$ cat src/rtl/apb_arb_pkg.sv
// Shared definitions for the two-requester APB master arbiter.
//   arb_state_e : arbiter FSM states
//   ARB_RR/ARB_FIXED : encodings of the ARB_MODE parameter
//   pick_winner : winner selection for the IDLE decision
package apb_arb_pkg;

    typedef enum logic [1:0] {
        IDLE  = 2'd0,
        ISSUE = 2'd1,
        WAIT  = 2'd2,
        RESP  = 2'd3
    } arb_state_e;

    localparam int ARB_RR    = 0;
    localparam int ARB_FIXED = 1;

    // Returns the requester index to grant. Only meaningful when at least
    // one request is present. A lone requester always wins; a tie goes to
    // the side not served last (round-robin) or to requester 0 (fixed).
    function automatic logic pick_winner(input int mode, input logic req0,
                                         input logic req1, input logic last);
        if (req0 && req1) begin
            case (mode)
                ARB_RR:    return ~last;
                ARB_FIXED: return 1'b0;
                default:   return 1'b0;
            endcase
        end
        return req0 ? 1'b0 : 1'b1;
    endfunction

endpackage

$ cat src/rtl/apb_arb_timeout_cnt.sv
// Ready-timeout counter for the APB arbiter.
//   clk, rst : clock, synchronous active-high reset
//   clr      : synchronous clear (held while not waiting on the bus)
//   en       : count enable, one increment per enabled cycle
//   term     : high in the enabled cycle in which the count reaches MAX,
//              i.e. the MAX-th consecutive enabled cycle
// MAX must be at least 2 so that the first WAIT cycle is never terminal.
module apb_arb_timeout_cnt #(
    parameter int MAX = 255,
    parameter int W   = $clog2(MAX + 1)
) (
    input  logic clk,
    input  logic rst,
    input  logic clr,
    input  logic en,
    output logic term
);

    logic [W-1:0] cnt;

    always_ff @(posedge clk) begin
        if (rst || clr)
            cnt <= '0;
        else if (en)
            cnt <= cnt + W'(1);
    end

    assign term = en && (cnt == W'(MAX - 1));

endmodule

$ cat src/rtl/apb_master_arbiter.sv
// Two-requester arbiter in front of the APB master's CPU-side port.
// Requester 0 is the RV32I core, requester 1 a second initiator (DMA /
// debug loader). One transaction is in flight at a time; the winner's
// request is latched, issued as a one-cycle transfer pulse, and its
// read data and a one-cycle readyN pulse are returned when the APB
// master completes or the ready watchdog expires.
//   PCLK, PRESET            : clock, synchronous active-high reset
//   transferN/writeN/addrN/wdataN : requester N request (held until readyN)
//   rdataN/readyN           : requester N response
//   transfer/write/addr/wdata : request to the APB master
//   rdata/ready             : completion from the APB master
//   grant_id                : requester currently or last served
//   busy                    : a transaction is in progress
//   timeout_err/err_clr     : sticky watchdog flag and its clear
module apb_master_arbiter
    import apb_arb_pkg::*;
#(
    parameter int                ADDR_W         = 32,
    parameter int                DATA_W         = 32,
    parameter int                ARB_MODE       = ARB_RR,
    parameter int                TIMEOUT_CYCLES = 255,
    parameter logic [DATA_W-1:0] ERR_DATA       = 32'hDEAD_BEEF
) (
    input  logic              PCLK,
    input  logic              PRESET,
    input  logic              transfer0,
    input  logic              write0,
    input  logic [ADDR_W-1:0] addr0,
    input  logic [DATA_W-1:0] wdata0,
    output logic [DATA_W-1:0] rdata0,
    output logic              ready0,
    input  logic              transfer1,
    input  logic              write1,
    input  logic [ADDR_W-1:0] addr1,
    input  logic [DATA_W-1:0] wdata1,
    output logic [DATA_W-1:0] rdata1,
    output logic              ready1,
    output logic              transfer,
    output logic              write,
    output logic [ADDR_W-1:0] addr,
    output logic [DATA_W-1:0] wdata,
    input  logic [DATA_W-1:0] rdata,
    input  logic              ready,
    output logic              grant_id,
    output logic              busy,
    output logic              timeout_err,
    input  logic              err_clr
);

    localparam int CW = $clog2(TIMEOUT_CYCLES + 1);

    arb_state_e        state;
    logic              last_grant;
    logic              win;
    logic              to_term;
    logic              cap_en;
    logic              to_hit;
    logic [DATA_W-1:0] cap_data;

    assign win = pick_winner(ARB_MODE, transfer0, transfer1, last_grant);

    // Counts only while waiting; any other state holds it at zero so every
    // transaction starts its watchdog from scratch.
    apb_arb_timeout_cnt #(
        .MAX (TIMEOUT_CYCLES),
        .W   (CW)
    ) u_timeout (
        .clk  (PCLK),
        .rst  (PRESET),
        .clr  (state != WAIT),
        .en   (state == WAIT),
        .term (to_term)
    );

    // Completion capture: a real ready always beats the watchdog, so the
    // error path fires only when the terminal WAIT cycle sees no ready.
    always_comb begin
        cap_en   = 1'b0;
        to_hit   = 1'b0;
        cap_data = rdata;
        if ((state == ISSUE || state == WAIT) && ready) begin
            cap_en = 1'b1;
        end else if (state == WAIT && to_term) begin
            cap_en   = 1'b1;
            to_hit   = 1'b1;
            cap_data = ERR_DATA;
        end
    end

    always_ff @(posedge PCLK) begin
        if (PRESET) begin
            state       <= IDLE;
            last_grant  <= 1'b1;
            grant_id    <= 1'b0;
            write       <= 1'b0;
            addr        <= '0;
            wdata       <= '0;
            rdata0      <= '0;
            rdata1      <= '0;
            timeout_err <= 1'b0;
        end else begin
            // Later assignment wins: a timeout in the same cycle keeps the flag set.
            if (err_clr) timeout_err <= 1'b0;
            if (to_hit)  timeout_err <= 1'b1;

            if (cap_en) begin
                if (grant_id) rdata1 <= cap_data;
                else          rdata0 <= cap_data;
            end

            case (state)
                IDLE: begin
                    if (transfer0 || transfer1) begin
                        grant_id   <= win;
                        last_grant <= win;
                        write      <= win ? write1 : write0;
                        addr       <= win ? addr1  : addr0;
                        wdata      <= win ? wdata1 : wdata0;
                        state      <= ISSUE;
                    end
                end
                ISSUE:   state <= ready ? RESP : WAIT;
                WAIT:    if (cap_en) state <= RESP;
                RESP:    state <= IDLE;
                default: state <= IDLE;
            endcase
        end
    end

    assign transfer = (state == ISSUE);
    assign busy     = (state != IDLE);
    assign ready0   = (state == RESP) && !grant_id;
    assign ready1   = (state == RESP) &&  grant_id;

endmodule

$ cat config.mk
export PLATFORM = sky130hd
export DESIGN_NAME = apb_master_arbiter
export DESIGN_NICKNAME = d
export VERILOG_FILES = /design/src/rtl/apb_arb_pkg.sv /design/src/rtl/apb_arb_timeout_cnt.sv /design/src/rtl/apb_master_arbiter.sv
export SDC_FILE = /design/constraint.sdc
export NUM_CORES = 1
export LEC_CHECK = 0
export ABC_AREA = 1
export BUFFER_PORTS_ARGS = -buffer_cell sky130_fd_sc_hd__buf_2
export CAP_MARGIN = 40
export CORE_MARGIN = 5
export CORE_UTILIZATION = 51
export DETAILED_ROUTE_END_ITERATION = 10
export PLACE_DENSITY = 0.87
export SLEW_MARGIN = 20
export SYNTH_ARGS = -nofsm -noshare
export SYNTH_HDL_FRONTEND = slang
export SYNTH_SLANG_ARGS = --single-unit
$ cat constraint.sdc
create_clock -name PCLK -period 3.7 [get_ports PCLK]
set_input_delay 0.185 -clock PCLK [delete_from_list [all_inputs] [get_ports PCLK]]
set_output_delay 0.185 -clock PCLK [all_outputs]
set_load 0.1 [all_outputs]
==> impl_metrics.json <==
{
  "power_uw": 9110,
  "num-fill-cells": 1054,
  "final_nets": 1387,
  "synth_nets": 1115,
  "postSynthCellCount": 940,
  "cp_data_arrival_time_ns": 2.94,
  "fin_tns_setup_ns": 0,
  "stdcell_area_um2": 8680,
  "p_leak_uw": 0.00481,
  "worst_pin_slew_ns": 0.794,
  "initial_utilization": 0.519,
  "first_pass_iters": 5,
  "cts.sinks": 142,
  "avgRoutedWirePerCell_um": 14.6,
  "post_cts_resized": 0,
  "grt_use_total": 0.263,
  "finalClockSkew_ns": 0.00718,
  "cts_hold_buffers": 2,
  "critPathMaxFanout": 50,
  "ys_seq_elements": 142,
  "cp-start-kind": "register",
  "grt_overflow": 0,
  "rows": 41,
  "fin_crit_sh": 0.713,
  "slew_violations": 0,
  "clk_pin_slew_ns": 0.06,
  "maxSlewHeadroom": 0.471,
  "antenna_found_initial": 6,
  "dieArea_um2": 15100,
  "post-route-util": 0.691,
  "first_global_vias": 6563,
  "dpl-instance-area_um2": 8130,
  "area_growth_pct": 33.2,
  "routed_wl_mm": 20.4,
  "p_per_area_nw_per_um2": 1050,
  "post_cts_buffers": 0,
  "viasPerCell": 5.04,
  "grt_max_degree": 68,
  "grt_pass1_wl_mm": 31.4,
  "avgSynthCellArea_um2": 6.94,
  "syn_area_um2": 6520,
  "cts_tree": "done",
  "core_um2": 12600,
  "setup_violations": 0,
  "die_h_um": 123,
  "drc": 0,
  "fmax_mhz": 379,
  "cts_root_buf": "clkbuf_16",
  "cts.htree.levels": 4,
  "rsz0062_at_grt": "false",
  "finalCriticalPeriod_ns": 2.64,
  "ir_drop_mv": 0.803,
  "worstSetupEndpointType": "register",
  "min_path_type": "input pin to register",
  "yosysSeqAreaShare": 0.436,
  "status": "complete, no violations",
  "layout_commonest_cell": "buf_2",
  "dp_hpwl_mm": 14.8,
  "synth_cell_types": 26,
  "max-cap-violations": 0,
  "drt_iter0_markers": 598,
  "io_buffers": 302,
  "clock_path_buffers": 2,
  "path_class": "register to register",
  "pin_count": 303,
  "gp_congestion": 0.983,
  "clk_latency_ns": 0.42,
  "cts-buffers-inserted": 17,
  "drt.antenna.violating_nets": 0,
  "die_w_um": 123,
  "hold_viol": 0,
  "yosysWarnings": 0,
  "final_cell_mix": "buf_2 (302), nand2_1 (241), inv_1 (162)",
  "vias": 7064,
  "final_layout_size_suffix_gt1_frac": 0.303,
  "crit_required_ns": 4.00
}
-- registers in the layout, summed over array words and instances (netlist names) --
| register | cells |
|---|---|
| addr | 32 |
| rdata0 | 32 |
| rdata1 | 32 |
| wdata | 32 |
| u_timeout.cnt | 8 |
| state | 2 |
| grant_id | 1 |
| last_grant | 1 |
| timeout_err | 1 |
| write | 1 |
-- synthesized netlist by cell type --
cell      count  area (um^2)
buf_1         4         15.0
a21oi_1      54          270
nand2_2       3         18.8
nand2_1     241          905
a21oi_4       1         16.3
dfxtp_1     142         2840
inv_2        17         63.8
o21ai_1       1         5.00
buf_6         1         11.3
nor2_2        1         6.26
nor3_1        3         15.0
nor3b_1       1         7.51
ha_1          7         87.6
o211ai_1     65          488
buf_4         1         7.51
o21a_1        1         7.51
clkinv_1      1         3.75
inv_1       162          608
buf_2        31          155
nand3_1      71          355
xnor2_1       1         8.76
nor2_1       51          191
clkbuf_1     29          109
xor2_1        1         8.76
a31oi_1       1         6.26
nand4_1      49          307
-- critical path: stages, from the launching register on --
cell and delay (ns):
dfxtp_1 0.42, inv_1 0.12, ha_1 0.30, buf_4 0.41, nand2_1 0.18, nand3_1 0.39
a21oi_1 0.12, dlygate4sd3_1 0.58
-- logic make-up (layout without fill, tap and decap cells) --
family,after synthesis,in the layout,synth area share
compound gates,123,123,0.122
xor+xnor,2,2,0.00269
fa+ha+maj,7,7,0.0134
buf+inv,246,531,0.149
flops,142,142,0.436
other cells,0,4,0
simple gates,420,420,0.277
-- area by class of cell --
| type | count | area, um^2 | share of cell area |
|---|---|---|---|
| Antenna cell | 4 | 10.0 | 0.00115 |
| Clock buffer | 21 | 450 | 0.0519 |
| Clock inverter | 11 | 68.8 | 0.00793 |
| Inverter | 180 | 677 | 0.0780 |
| Multi-Input combinational cell | 552 | 2720 | 0.314 |
| Sequential cell | 142 | 2840 | 0.327 |
| Tap cell | 172 | 215 | 0.0248 |
| Timing Repair Buffer | 319 | 1700 | 0.195 |
-- per-stage QoR --
stage / worst slack [ns] / hold slack (ns) / instances
floorplan: 1.09 / 0.254 / 940
global placement: 1.43 / 0.430 / 1361
detailed placement: 1.31 / 0.434 / 1363
CTS: 1.17 / 0.0778 / 1397
global route: 0.949 / 0.105 / 1401
finish: 1.06 / 0.0923 / 1401
-- where the power goes --
part           switching (uW)  total (uW)  internal, uW
clock network             646        1510           868
logic                    4440        5370           931
registers                 246        2220          1970
total                    5340        9110          3770
-- path summary, 6_finish.rpt --
kind                                    end  depth (start not counted)       start  slack (ns)
worst max-delay path            timeout_err                          7    state[0]        1.06
worst min-delay path                addr[0]                          5    addr0[0]        0.09
worst max register to register  timeout_err                          7    state[0]        1.06
worst min register to register   rdata0[13]                          2  rdata0[13]        0.44
-- layer usage --
| layer | wire length, um | GRT usage | vias to the layer above |
|---|---|---|---|
| met5 | 32 | 0 | - |
| met4 | 654 | 0.131 | 4 |
| met3 | 1700 | 0.0750 | 53 |
| met2 | 10000 | 0.449 | 311 |
| met1 | 8010 | 0.302 | 3162 |
| li1 | - | - | 3534 |
Power figures use the tool's default switching activity.
